File: src/rtl/branch_pkg.sv
// ============================================================================
// Module   : branch_pkg
// Purpose  : Shared encodings and types for the branch resolve unit.
// Revision : 1.0
// ============================================================================
`default_nettype none

package branch_pkg;

   localparam int DEFAULT_ADDR_W = 16;

   localparam logic [1:0] BR_JMP = 2'b00;
   localparam logic [1:0] BR_JE  = 2'b01;
   localparam logic [1:0] BR_JB  = 2'b10;
   localparam logic [1:0] BR_JA  = 2'b11;

   typedef enum logic [1:0] {
      ST_IDLE       = 2'd0,
      ST_WAIT_FLAGS = 2'd1,
      ST_REDIRECT   = 2'd2
   } state_t;

endpackage

`default_nettype wire

File: src/rtl/branch_cond_eval.sv
// ============================================================================
// Module   : branch_cond_eval
// Purpose  : Combinational branch condition evaluation against zf/cf.
// Revision : 1.0
// ============================================================================
`default_nettype none

module branch_cond_eval
   import branch_pkg::*;
(
   input  logic [1:0] br_type,
   input  logic       zf,
   input  logic       cf,
   output logic       take
);

   always_comb begin
      take = 1'b0;
      case (br_type)
         BR_JMP:  take = 1'b1;
         BR_JE:   take = zf;
         BR_JB:   take = cf;
         BR_JA:   take = ~zf & ~cf;
         default: take = 1'b0;
      endcase
   end

endmodule

`default_nettype wire

File: src/rtl/branch_resolve_unit.sv
// ============================================================================
// Module   : branch_resolve_unit
// Purpose  : Flag register, branch resolution, PC ownership, redirect/flush.
//            Optional BRANCH_STATS_EN adds saturating taken/not-taken counters.
// Revision : 1.0
// ============================================================================
`default_nettype none

module branch_resolve_unit
   import branch_pkg::*;
#(
   parameter int                ADDR_W   = DEFAULT_ADDR_W,
   parameter logic [ADDR_W-1:0] RESET_PC = {ADDR_W{1'b0}}
)(
   input  logic              Clock,
   input  logic              Reset_n,
   input  logic              stall,
   input  logic              compare_valid,
   input  logic              zf_in,
   input  logic              cf_in,
   input  logic              branch_req,
   input  logic [1:0]        branch_type,
   input  logic [ADDR_W-1:0] branch_target,
   output logic [ADDR_W-1:0] pc,
   output logic              zf,
   output logic              cf,
   output logic              branch_taken,
   output logic              flush,
   output logic              busy
`ifdef BRANCH_STATS_EN
 , output logic [15:0]       taken_count
 , output logic [15:0]       not_taken_count
`endif
);

   localparam logic [ADDR_W-1:0] C_ONE = {{(ADDR_W-1){1'b0}}, 1'b1};

   state_t            r_state,    w_state_nxt;
   logic [ADDR_W-1:0] r_pc,       w_pc_nxt;
   logic [1:0]        r_lat_type, w_lat_type_nxt;
   logic [ADDR_W-1:0] r_lat_tgt,  w_lat_tgt_nxt;
   logic              r_redirect, w_redirect_nxt;
   logic              r_zf, r_cf, r_flags_valid;

   logic              w_eff_zf, w_eff_cf, w_take;
   logic [1:0]        w_eval_type;
   logic [ADDR_W-1:0] w_eval_tgt;
   logic              w_resolve, w_cond_res;

   // Fresh compare results bypass the flag register for same-cycle resolution.
   assign w_eff_zf    = compare_valid ? zf_in : r_zf;
   assign w_eff_cf    = compare_valid ? cf_in : r_cf;
   assign w_eval_type = (r_state == ST_WAIT_FLAGS) ? r_lat_type : branch_type;
   assign w_eval_tgt  = (r_state == ST_WAIT_FLAGS) ? r_lat_tgt  : branch_target;

   branch_cond_eval u_cond_eval (
      .br_type (w_eval_type),
      .zf      (w_eff_zf),
      .cf      (w_eff_cf),
      .take    (w_take)
   );

   always_comb begin
      w_state_nxt    = r_state;
      w_pc_nxt       = r_pc;
      w_lat_type_nxt = r_lat_type;
      w_lat_tgt_nxt  = r_lat_tgt;
      w_redirect_nxt = 1'b0;
      w_resolve      = 1'b0;
      w_cond_res     = 1'b0;

      case (r_state)
         ST_IDLE: begin
            if (!stall) begin
               if (!branch_req) begin
                  w_pc_nxt = r_pc + C_ONE;
               end else if (branch_type == BR_JMP) begin
                  w_resolve = 1'b1;
               end else if (r_flags_valid || compare_valid) begin
                  w_resolve  = 1'b1;
                  w_cond_res = 1'b1;
               end else begin
                  w_state_nxt    = ST_WAIT_FLAGS;
                  w_lat_type_nxt = branch_type;
                  w_lat_tgt_nxt  = branch_target;
               end
            end
         end
         ST_WAIT_FLAGS: begin
            if (compare_valid) begin
               w_resolve  = 1'b1;
               w_cond_res = 1'b1;
            end
         end
         ST_REDIRECT: w_state_nxt = ST_IDLE;
         default:     w_state_nxt = ST_IDLE;
      endcase

      if (w_resolve) begin
         if (w_take) begin
            w_pc_nxt       = w_eval_tgt;
            w_redirect_nxt = 1'b1;
            w_state_nxt    = ST_REDIRECT;
         end else begin
            w_pc_nxt    = r_pc + C_ONE;
            w_state_nxt = ST_IDLE;
         end
      end
   end

   always_ff @(posedge Clock or negedge Reset_n) begin
      if (!Reset_n) begin
         r_state    <= ST_IDLE;
         r_pc       <= RESET_PC;
         r_lat_type <= BR_JMP;
         r_lat_tgt  <= {ADDR_W{1'b0}};
         r_redirect <= 1'b0;
      end else begin
         r_state    <= w_state_nxt;
         r_pc       <= w_pc_nxt;
         r_lat_type <= w_lat_type_nxt;
         r_lat_tgt  <= w_lat_tgt_nxt;
         r_redirect <= w_redirect_nxt;
      end
   end

   // A compare in the consuming cycle refills the flags, so they stay valid.
   always_ff @(posedge Clock or negedge Reset_n) begin
      if (!Reset_n) begin
         r_zf          <= 1'b0;
         r_cf          <= 1'b0;
         r_flags_valid <= 1'b0;
      end else if (compare_valid) begin
         r_zf          <= zf_in;
         r_cf          <= cf_in;
         r_flags_valid <= 1'b1;
      end else if (w_cond_res) begin
         r_flags_valid <= 1'b0;
      end
   end

`ifdef BRANCH_STATS_EN
   logic [15:0] r_taken_cnt, r_not_taken_cnt;

   always_ff @(posedge Clock or negedge Reset_n) begin
      if (!Reset_n) begin
         r_taken_cnt     <= 16'h0000;
         r_not_taken_cnt <= 16'h0000;
      end else if (w_cond_res) begin
         if (w_take) begin
            if (r_taken_cnt != 16'hFFFF) r_taken_cnt <= r_taken_cnt + 16'h0001;
         end else begin
            if (r_not_taken_cnt != 16'hFFFF) r_not_taken_cnt <= r_not_taken_cnt + 16'h0001;
         end
      end
   end

   assign taken_count     = r_taken_cnt;
   assign not_taken_count = r_not_taken_cnt;
`endif

   assign pc           = r_pc;
   assign zf           = r_zf;
   assign cf           = r_cf;
   assign branch_taken = r_redirect;
   assign flush        = r_redirect;
   assign busy         = (r_state != ST_IDLE);

endmodule

`default_nettype wire

File: config.mk
export PLATFORM = sky130hd
export DESIGN_NAME = branch_resolve_unit
export DESIGN_NICKNAME = d
export VERILOG_FILES = /design/src/rtl/branch_pkg.sv /design/src/rtl/branch_cond_eval.sv /design/src/rtl/branch_resolve_unit.sv
export SDC_FILE = /design/constraint.sdc
export NUM_CORES = 1
export LEC_CHECK = 0
export ABC_AREA = 1
export BUFFER_PORTS_ARGS = -buffer_cell sky130_fd_sc_hd__buf_4
export CORE_MARGIN = 2
export CORE_UTILIZATION = 45
export DETAILED_ROUTE_END_ITERATION = 10
export HOLD_SLACK_MARGIN = 0.15
export PLACE_DENSITY = 0.77
export SLEW_MARGIN = 20
export SYNTH_ARGS = -nofsm -noshare
export SYNTH_HDL_FRONTEND = slang
export SYNTH_SLANG_ARGS = --single-unit
File: constraint.sdc
create_clock -name Clock -period 1.7 [get_ports Clock]
set_clock_uncertainty 0.1 [all_clocks]
set_input_delay 0.51 -clock Clock [delete_from_list [all_inputs] [get_ports Clock]]
set_output_delay 0.51 -clock Clock [all_outputs]
set_load 0.01 [all_outputs]
==> flow_summary_export.csv, run 1 <==
group,metric,value,unit
finish,areaGrowthSynthToFinish,39.83,%
sta,worst_slew_margin_rel,0.6623,
critical_path,critPathLaunch,"r_state[0]$_DFFE_PN0P_",
worst_hold_path,hp-class,"in -> reg",
sta,postLayoutSetupSlackWorst,-0.06910,ns
logic_synthesis,synthesis.area_per_instance,7.119,um^2
sta,report.final.hold_viol_count,0,
power,p_per_area,1648,nW/um^2
drt,final_wirelength,6.526,mm
sta,max_slew_violation_total_from_the_final_report,0,
drt,dr_total_vias,2459,
sta,max_freq,0.5653,GHz
floorplanning,dieArea,5947,um^2
drt,drtPass1Iterations,4,
logic_synthesis,synth.yosys.seq_area_share,0.4160,
status,run_status,"finished, violations left",
logic_synthesis,synth.area.top_cells,"sky130_fd_sc_hd__dfrtp_1, sky130_fd_sc_hd__nand2_1, sky130_fd_sc_hd__nand3_1",
grt,grt_start_max_net_pins,41,
critical_path,cp_data_arrival_time,1.85,ns
floorplanning,coreArea,5140,um^2
logic_synthesis,synthesis_warning_total,0,
clock_network,tritoncts_num_sinks,40,
critical_path,crit_buf_inv,2,
floorplanning,fp.dieH,77.12,um
drt,vias_per_cell,5.155,
logic_synthesis,synth.net_count,364,
logic_synthesis,synth.ff_latch_count,40,
placed_design,gp_congestion,0.9024,
logic_synthesis,synth_edf_count,0,
logic_synthesis,netlist_area,2406,um^2
drt,drt_drc_violations_left,0,
critical_path,critical_path_peak_fanout,5,
logic_synthesis,yosys.area.top_type_share,0.4160,
power,total_leakage_power,0.001764,uW
clock_network,cts-buffers-inserted,5,
clock_network,clock_input_transition_at_the_sequential_cells_of_the_worst_setup_and_hold_paths,0.07,ns
clock_network,clock-root-buffer,"sky130_fd_sc_hd__clkbuf_8",
sta,period_minus_slack,1.769,ns
sta,setup-tns-final,-0.4275,ns
grt,first_global_vias,2261,
floorplanning,placement_rows,26,
critical_path,slowest_stage,"sky130_fd_sc_hd__dfrtp_2",
sta,rsz_0062_raised_after_global_routing,"yes",
critical_path,startpoint_type,"flop",
critical_path,critical-path-top-delay-family,"simple AND/OR/NAND/NOR gates",
critical_path,r2r_start,"r_state[0]$_DFFE_PN0P_",
clock_network,clkLatencyLatePin,0.28,ns
clock_network,tritoncts_clock_tree,"yes",
job,drv.max_cap_violation_count,0,
placed_design,hpwl,4.267,mm
logic_synthesis,synth.lib_cells_used.distinct,30,
sta,finalSetupViolations,12,
grt,grt_first_pass_wirelength,9.853,mm
critical_path,critical_path_end_type,"flop",
logic_synthesis,yosys_top_cell_by_area,"sky130_fd_sc_hd__dfrtp_1",
grt,antenna_violations_before_repair,0,
logic_synthesis,synth.most_common_cell,"sky130_fd_sc_hd__nand2_1",
logic_synthesis,dominantRegCellSynth,"sky130_fd_sc_hd__dfrtp_1",
finish,fraction_of_final_layout_cells_with_drive_strength_greater_than_1,0.3219,
logic_synthesis,netlist_top_cells_count,"sky130_fd_sc_hd__nand2_1, sky130_fd_sc_hd__inv_1, sky130_fd_sc_hd__nand3_1, sky130_fd_sc_hd__dfrtp_1, sky130_fd_sc_hd__nor2_1",
drt,drtAntennaViolNets,0,
sta,final.period_utilization,1.041,
placed_design,pre_cts_setup_slack,-0.1935,ns
logic_synthesis,synth-async-reset-ratio,1.000,
floorplanning,start_util,0.4681,
sta,worst_slew_pin_slew,0.5065,ns
drt,wire_per_inst,13.68,um
critical_path,last_element_of_the_critical_path,"pc[8]$_DFFE_PN0P_",
grt,globalRoute.totalOverflow,0,
drt,drt_first_iter_violations,221,
critical_path,critical_path.cell_chain,"nand2_4 -> nand2_4 -> nand2_4 -> nand2_4 -> nor2_4 -> nor2_8 -> buf_12 -> buf_12 -> nand2_4 -> nand2_1 -> nand3_1 -> nand2_1",
logic_synthesis,postSynthCellCount,338,
critical_path,r2r_slack,-0.07,ns
clock_network,cts_buffer_depth,2,
critical_path,cp_common_cell,"sky130_fd_sc_hd__nand2_4",
finish,final_nets,435,
floorplanning,die_outline_width,77.12,um
critical_path,r2r.worst_path.cells,12,
grt,grtUsageTotal,0.2052,
floorplanning,ios,46,
power,irDropWorstVdd,0.7070,mV
status,failed_checks,"negative setup slack",
critical_path,reg2reg_to,"pc[8]$_DFFE_PN0P_",
placed_design,io_buffers,45,
finish,n_antenna_cell,0,
finish,n_fill_cell,449,
critical_path,timing.setup.critical_path_class,"reg -> reg",
critical_path,cp.depth,12,
clock_network,number_of_levels_the_h_tree_was_split_into,2,
critical_path,crit_required,1.78,ns
critical_path,critical_path.max_stage_delay,0.45,ns
cells by family after synthesis:
kind of cell / Yosys count / share of synthesized area
XOR/XNOR: 9 / 0.03276
AND/OR/NAND/NOR: 180 / 0.3365
multiplexers: 1 / 0.004680
flip-flops: 40 / 0.4160
AO/OA/AOI/OAI: 40 / 0.09049
adder cells (fa/ha/maj): 1 / 0.005199
buffers and inverters: 67 / 0.1144
sequential cells by signal, summed over array words and instances, names as in the netlist:
| register | cells |
|---|---|
| pc | 16 |
| r_lat_tgt | 16 |
| r_lat_type | 2 |
| r_state | 2 |
| branch_taken | 1 |
| cf | 1 |
| r_flags_valid | 1 |
| zf | 1 |
worst min-delay path by stage:
stage	startpoint	end	slack (ns)	cells after the start
global route	branch_target[8]	r_lat_tgt[8]$_DFFE_PN0P_	0.37	2
detailed placement	r_lat_tgt[12]$_DFFE_PN0P_	r_lat_tgt[12]$_DFFE_PN0P_	0.37	2
finish	branch_target[8]	r_lat_tgt[8]$_DFFE_PN0P_	0.38	2
floorplan	Reset_n	branch_taken$_DFF_PN0_	0.11	0
global placement	r_lat_tgt[13]$_DFFE_PN0P_	r_lat_tgt[13]$_DFFE_PN0P_	0.36	2
CTS	branch_target[8]	r_lat_tgt[8]$_DFFE_PN0P_	0.37	2
layout make-up:
class | instances | area [um^2] | share of cell area
Multi-Input combinational cell | 233 | 1359 | 0.4039
Sequential cell | 40 | 1002 | 0.2979
Timing Repair Buffer | 73 | 631.9 | 0.1878
Inverter | 55 | 210.2 | 0.06248
Tap cell | 70 | 87.58 | 0.02603
Clock buffer | 5 | 68.82 | 0.02045
Timing Repair inverter | 1 | 5.005 | 0.001488
stage by stage:
step                  util  hold WS (ns)  cell area, um^2  instances  total power, uW
floorplan                -        0.1144             2406        338             3299
global placement    0.5730        0.3643             2945        462             4175
detailed placement  0.5730        0.3688             2945        462             4271
CTS                 0.5910        0.3682             3038        468             4870
global route        0.6546        0.3694             3364        477             6000
finish              0.6546        0.3780             3364        477             5544
report_power, final:
part / leakage, uW / switching [uW] / internal [uW]
logic: 0.00127 / 1940 / 1400
clock network: 0.0000359 / 294 / 264
registers: 0.000454 / 303 / 1350
total: 0.00176 / 2540 / 3010
cell usage in the layout, fill, tap and decap left out, types with 2 or more instances in the layout:
cell and count:
sky130_fd_sc_hd__nor3_1 4, sky130_fd_sc_hd__buf_6 5, sky130_fd_sc_hd__nand3b_1 3, sky130_fd_sc_hd__nand3_2 18, sky130_fd_sc_hd__nand2_8 2, sky130_fd_sc_hd__o21ai_1 4
sky130_fd_sc_hd__a21oi_1 13, sky130_fd_sc_hd__nand4_1 4, sky130_fd_sc_hd__nor2_1 21, sky130_fd_sc_hd__dfrtp_1 39, sky130_fd_sc_hd__nor2_2 3, sky130_fd_sc_hd__nand2_1 79
sky130_fd_sc_hd__nand3_4 2, sky130_fd_sc_hd__inv_2 3, sky130_fd_sc_hd__o21ai_0 19, sky130_fd_sc_hd__buf_4 62, sky130_fd_sc_hd__clkbuf_8 5, sky130_fd_sc_hd__xor2_1 9
sky130_fd_sc_hd__nand2_2 9, sky130_fd_sc_hd__buf_12 5, sky130_fd_sc_hd__nand2_4 6, sky130_fd_sc_hd__nor3_2 2, sky130_fd_sc_hd__nand3_1 25, sky130_fd_sc_hd__inv_1 51
sky130_fd_sc_hd__nor2_4 2
what timing repair did:
item | in CTS | in global routing
pin swaps | 0 | 22
buffers inserted | 0 | 6
endpoints found under the hold margin | 40 | 0
gates resized for setup | 2 | 54
setup endpoints to repair | 6 | 18
cloned | 0 | 3
hold buffers | 1 | 0
routing by layer:
| layer | track usage | share of wire | wire length (um) |
|---|---|---|---|
| met1 | 0.2638 | 0.42 | 2742 |
| met2 | 0.3417 | 0.50 | 3268 |
| met3 | 0.04706 | 0.056 | 368 |
| met4 | 0.06607 | 0.022 | 146 |
| met5 | 0 | 0 | 0 |
Note: power is estimated with default switching activity, not from simulation.
==> run 2: changes to the inputs <==
--- a/config.mk
+++ b/config.mk
@@ -8,10 +8,11 @@
 export ABC_AREA = 1
 export BUFFER_PORTS_ARGS = -buffer_cell sky130_fd_sc_hd__buf_4
 export CORE_MARGIN = 2
-export CORE_UTILIZATION = 45
+export CORE_UTILIZATION = 55
+export CTS_CLUSTER_DIAMETER = 50
 export DETAILED_ROUTE_END_ITERATION = 10
 export HOLD_SLACK_MARGIN = 0.15
-export PLACE_DENSITY = 0.77
+export PLACE_DENSITY = 0.89
 export SLEW_MARGIN = 20
 export SYNTH_ARGS = -nofsm -noshare
 export SYNTH_HDL_FRONTEND = slang
==> flow_summary_export.csv, run 2 (synthesis gave the netlist of run 1 again) <==
group,metric,value,unit
floorplanning,ios,46,
critical_path,critical_path_peak_fanout,11,
drt,drtPass1Iterations,4,
sta,worst_slew_pin_slew,0.5235,ns
finish,fraction_of_final_layout_cells_with_drive_strength_greater_than_1,0.2938,
critical_path,crit_required,1.81,ns
critical_path,cp_data_arrival_time,1.94,ns
drt,drtAntennaViolNets,0,
floorplanning,dieArea,4920,um^2
finish,n_antenna_cell,0,
finish,fin_cells,457,
critical_path,critical_path.max_stage_delay,0.39,ns
placed_design,place_area,2875,um^2
finish,postLayoutCellArea,3231,um^2
critical_path,critical_path_end_type,"flop",
clock_network,clock_input_transition_at_the_sequential_cells_of_the_worst_setup_and_hold_paths,0.08,ns
finish,layout_commonest_cell,"sky130_fd_sc_hd__nand2_1",
power,irDropWorstVdd,0.7526,mV
drt,drt_drc_violations_left,0,
clock_network,clkLatencyLatePin,0.30,ns
critical_path,critical-path-top-delay-family,"simple AND/OR/NAND/NOR gates",
power,total_leakage_power,0.001729,uW
critical_path,startpoint_type,"flop",
sta,report.final.hold_viol_count,0,
grt,grt_first_pass_wirelength,9.908,mm
drt,dr_total_vias,2518,
clock_network,tritoncts_clock_tree,"yes",
floorplanning,die_outline_width,70.14,um
floorplanning,fp.dieH,70.14,um
grt,antenna_violations_before_repair,0,
sta,final.period_utilization,1.077,
drt,final_wirelength,7.061,mm
sta,finalSetupViolations,16,
job,drv.max_cap_violation_count,0,
clock_network,cts-buffers-inserted,5,
clock_network,tritoncts_num_sinks,40,
floorplanning,coreArea,4294,um^2
power,p_per_area,1708,nW/um^2
sta,max_slew_violation_total_from_the_final_report,0,
critical_path,slowest_stage,"sky130_fd_sc_hd__dfrtp_1",
placed_design,io_buffers,45,
grt,grtUsageTotal,0.2556,
sta,period_minus_slack,1.830,ns
drt,drt_first_iter_violations,220,
placed_design,hpwl,4.219,mm
clock_network,clock-root-buffer,"sky130_fd_sc_hd__clkbuf_8",
sta,worst_slew_margin_rel,0.6510,
finish,final_nets,431,
grt,grt_start_max_net_pins,41,
status,run_status,"finished, violations left",
grt,first_global_vias,2225,
clock_network,cts_buffer_depth,2,
critical_path,critical_path.cell_chain,"inv_2 -> nand2_4 -> inv_2 -> nand2_1 -> nand2_2 -> nand3_4 -> buf_6 -> nand3_1 -> nand3_2 -> nand2_1 -> inv_1",
sta,holdWs,0.3599,ns
floorplanning,start_util,0.5603,
worst_hold_path,hp-class,"in -> reg",
sta,postLayoutSetupSlackWorst,-0.1304,ns
drt,wire_per_inst,15.45,um
sta,max_freq,0.5463,GHz
drt,vias_per_cell,5.510,
placed_design,pre_cts_setup_slack,-0.2288,ns
finish,areaGrowthSynthToFinish,34.27,%
floorplanning,placement_rows,24,
critical_path,timing.setup.critical_path_class,"reg -> reg",
finish,most-common-layout-cells,"sky130_fd_sc_hd__nand2_1, sky130_fd_sc_hd__buf_4, sky130_fd_sc_hd__inv_1",
grt,globalRoute.totalOverflow,0,
critical_path,crit_buf_inv,4,
sta,rsz_0062_raised_after_global_routing,"yes",
clock_network,number_of_levels_the_h_tree_was_split_into,2,
status,failed_checks,"negative setup slack",
placed_design,gp_congestion,0.8562,
placed_design,place.detailed.instances,441,
==> run 2: worst paths after layout <==
path | start | end | slack [ns] | depth (start not counted)
max | r_state[1]$_DFFE_PN0P_ | pc[7]$_DFFE_PN0P_ | -0.13 | 11
min | branch_target[8] | r_lat_tgt[8]$_DFFE_PN0P_ | 0.36 | 2
max reg2reg | r_state[1]$_DFFE_PN0P_ | pc[7]$_DFFE_PN0P_ | -0.13 | 11
min reg2reg | r_lat_tgt[13]$_DFFE_PN0P_ | r_lat_tgt[13]$_DFFE_PN0P_ | 0.39 | 2
max in group asynchronous | Reset_n | r_state[0]$_DFFE_PN0P_ | 0.49 | 2
min in group asynchronous | Reset_n | pc[4]$_DFFE_PN0P_ | 0.62 | 2
==> run 2: area by class of cell <==
| cell class | count | area, um^2 |
|---|---|---|
| multi-input combinational | 234 | 1295 |
| timing repair buffer | 69 | 564.3 |
| fill | 314 | 1064 |
| clock buffer | 7 | 96.34 |
| sequential | 40 | 1002 |
| tap | 52 | 65.06 |
| inverter | 55 | 207.7 |
==> run 2: metrics by stage <==
| step | power [uW] | setup TNS [ns] | utilization |
|---|---|---|---|
| floorplan | 3299 | 0 | - |
| global placement | 4107 | -2.816 | 0.6696 |
| detailed placement | 4214 | -4.932 | 0.6696 |
| CTS | 4985 | 0 | 0.7037 |
| global route | 5920 | -3.073 | 0.7523 |
| finish | 5517 | -0.9771 | 0.7523 |
==> run 2: where the power goes <==
group | internal [uW] | leakage, uW | switching, uW
registers | 1350 | 0.000454 | 301
logic | 1290 | 0.00122 | 1890
clock network | 361 | 0.0000503 | 329
total | 3000 | 0.00173 | 2520
==> run 2: layer usage <==
layer | global-route usage | up-vias | wire [um] | share of wire
met5 | 0 | - | 0 | 0
met3 | 0.06494 | 36 | 451 | 0.064
met1 | 0.3261 | 1173 | 2748 | 0.39
met2 | 0.4127 | 111 | 3439 | 0.49
li1 | - | 1198 | - | -
met4 | 0.1090 | 0 | 421 | 0.060
==> run 2: repair_timing <==
item,in CTS,in global routing
resized for setup,5,34
pin swaps,1,18
setup endpoints to repair,14,26
hold endpoints to repair,40,0
buffers inserted,1,4
hold buffers,1,0
gates cloned,0,3
==> run 2: worst reg2reg max path, delay by kind of cell, from the launching register on <==
kind	cells	cell delay [ns]
flops	1	0.39
buf+inv	4	0.47
simple gates	7	0.78
==> run 3: changes to the inputs <==
--- a/config.mk
+++ b/config.mk
@@ -11,8 +11,9 @@
 export CORE_UTILIZATION = 55
 export CTS_CLUSTER_DIAMETER = 50
 export DETAILED_ROUTE_END_ITERATION = 10
-export HOLD_SLACK_MARGIN = 0.15
+export HOLD_SLACK_MARGIN = 0.08
 export PLACE_DENSITY = 0.89
+export SKIP_CTS_REPAIR_TIMING = 1
 export SLEW_MARGIN = 20
 export SYNTH_ARGS = -nofsm -noshare
 export SYNTH_HDL_FRONTEND = slang
==> constraint.sdc (replaced) <==
create_clock -name Clock -period 1.7 [get_ports Clock]
set_clock_uncertainty 0.1 [all_clocks]
set_input_delay 0.255 -clock Clock [delete_from_list [all_inputs] [get_ports Clock]]
set_output_delay 0.255 -clock Clock [all_outputs]
set_load 0.01 [all_outputs]
==> flow_summary_export.csv, run 3 (synthesis gave the netlist of run 1 again) <==
group,metric,value,unit
placed_design,pre_cts_setup_slack,-0.04364,ns
floorplanning,placement_rows,24,
critical_path,critical_path_peak_fanout,8,
grt,groute.layer.met2.usage,0.4053,
finish,layout_commonest_cell,"sky130_fd_sc_hd__nand2_1",
critical_path,timing.setup.critical_path_class,"reg -> reg",
placed_design,gp_congestion,0.8885,
floorplanning,fp.dieH,70.14,um
critical_path,r2r.worst_path.cells,9,
sta,period_minus_slack,1.937,ns
grt,grt_first_pass_wirelength,9.694,mm
finish,fraction_of_final_layout_cells_with_drive_strength_greater_than_1,0.3252,
sta,max_freq,0.5162,GHz
floorplanning,ios,46,
drt,final_wirelength,7.770,mm
sta,holdWs,0.1070,ns
worst_hold_path,min_to,"r_lat_tgt[4]$_DFFE_PN0P_",
clock_network,cts_buffer_depth,2,
drt,drtAntennaViolNets,0,
sta,report.final.hold_viol_count,0,
drt,wire_per_inst,16.85,um
grt,globalRoute.totalOverflow,0,
drt,drt_drc_violations_left,0,
grt,groute.layer.met1.usage,0.3233,
clock_network,clock-root-buffer,"sky130_fd_sc_hd__clkbuf_8",
power,total_power_consumption_of_the_routed_design,5803,uW
finish,n_fill_cell,270,
sta,finalSetupViolations,16,
drt,drtPass1Iterations,6,
sta,postLayoutSetupSlackWorst,-0.2370,ns
drt,drt_first_iter_violations,435,
worst_hold_path,holdPathStages,3,
status,run_status,"finished, violations left",
floorplanning,coreArea,4294,um^2
clock_network,number_of_levels_the_h_tree_was_split_into,2,
power,p_per_area,1757,nW/um^2
sta,worst_slew_pin_slew,0.5242,ns
grt,use_met3,0.05339,
placed_design,hpwl,4.272,mm
clock_network,cts-buffers-inserted,5,
sta,worst_slew_margin_rel,0.6506,
power,total_leakage_power,0.001750,uW
critical_path,r2r_start,"r_state[1]$_DFFE_PN0P_",
finish,areaGrowthSynthToFinish,37.23,%
finish,most-common-layout-cells,"sky130_fd_sc_hd__nand2_1, sky130_fd_sc_hd__buf_4, sky130_fd_sc_hd__inv_1",
finish,final_nets,434,
grt,top_usage_layer,"met2",
floorplanning,die_outline_width,70.14,um
grt,antenna_violations_before_repair,0,
critical_path,cp_data_arrival_time,2.03,ns
clock_network,tritoncts_num_sinks,40,
finish,sequential_cell_area,1002,um^2
sta,final.period_utilization,1.139,
critical_path,crit_required,1.80,ns
critical_path,r2r_slack,-0.24,ns
sta,max_slew_violation_total_from_the_final_report,0,
placed_design,io_buffers,45,
critical_path,reg2reg_to,"pc[1]$_DFFE_PN0P_",
clock_network,clock_input_transition_at_the_sequential_cells_of_the_worst_setup_and_hold_paths,0.09,ns
clock_network,clkLatencyLatePin,0.31,ns
floorplanning,start_util,0.5603,
finish,n_antenna_cell,0,
grt,grtUsageTotal,0.2476,
worst_hold_path,hp-class,"in -> reg",
grt,first_global_vias,2203,
drt,vias_per_cell,5.892,
clock_network,tritoncts_clock_tree,"yes",
status,failed_checks,"negative setup slack",
worst_hold_path,hold_path_startpoint,"branch_target[4]",
grt,grt_start_max_net_pins,41,
critical_path,critical_path_end_type,"flop",
drt,dr_total_vias,2716,
job,drv.max_cap_violation_count,0,
floorplanning,dieArea,4920,um^2
critical_path,startpoint_type,"flop",
sta,rsz_0062_raised_after_global_routing,"yes",
power,irDropWorstVdd,0.7716,mV
finish,multi_input_area,1368,um^2
## run 3: cell types whose count changed in the layout (fill, tap and decap cells not counted), sizes merged
cell / before / now
clkbuf: 7 / 6
nor2: 28 / 29
clkinv: 1 / 3
buf: 68 / 70
## run 3: worst max-delay path: stages (launching register included)
cell and delay [ns]:
sky130_fd_sc_hd__dfrtp_1 0.39, sky130_fd_sc_hd__inv_2 0.14, sky130_fd_sc_hd__nand2_4 0.09, sky130_fd_sc_hd__nor2_1 0.19, sky130_fd_sc_hd__a21oi_4 0.10, sky130_fd_sc_hd__buf_6 0.15
sky130_fd_sc_hd__nor2_4 0.25, sky130_fd_sc_hd__nand3b_1 0.17, sky130_fd_sc_hd__nand3_1 0.13, sky130_fd_sc_hd__nand2_1 0.09
## run 3: how the worst max path moves through the flow
stage,start,endpoint,slack [ns],cells past startpoint
after floorplan,pc[1]$_DFFE_PN0P_,pc[6]$_DFFE_PN0P_,0.12,7
after global placement,r_state[0]$_DFFE_PN0P_,pc[15]$_DFFE_PN0P_,0.04,10
after detailed placement,r_state[0]$_DFFE_PN0P_,pc[3]$_DFFE_PN0P_,-0.04,10
after CTS,r_state[0]$_DFFE_PN0P_,pc[3]$_DFFE_PN0P_,-0.06,10
after global routing,r_state[1]$_DFFE_PN0P_,pc[1]$_DFFE_PN0P_,-0.26,11
final,r_state[1]$_DFFE_PN0P_,pc[1]$_DFFE_PN0P_,-0.24,9
## run 3: metal layers
metal	routed length [um]	share of wire
met1	2930	0.38
met4	434	0.056
met2	3766	0.48
met3	639	0.082
met5	0	0
## run 3: final cells by class
cell class | count | share of cell area
multi-input combinational | 235 | 0.4142
tap | 52 | 0.01970
inverter | 55 | 0.06252
clock buffer | 6 | 0.02501
clock inverter | 2 | 0.003031
sequential | 40 | 0.3035
timing repair buffer | 71 | 0.1720
## run 3: where the power goes
group          internal (uW)  switching [uW]
logic                   1350            2110
registers               1350             310
clock network            324             360
total                   3020            2780
## run 3: metrics by stage
step | TNS [ns] | cells | area (um^2) | utilization
2_1_floorplan | 0 | 338 | 2406 | -
3_3_place_gp | 0 | 438 | 2853 | 0.6643
3_5_place_dp | -0.2667 | 438 | 2853 | 0.6643
4_1_cts | -0.5928 | 446 | 2945 | 0.6859
5_1_grt | -2.836 | 461 | 3302 | 0.7689
6_report | -1.645 | 461 | 3302 | 0.7689
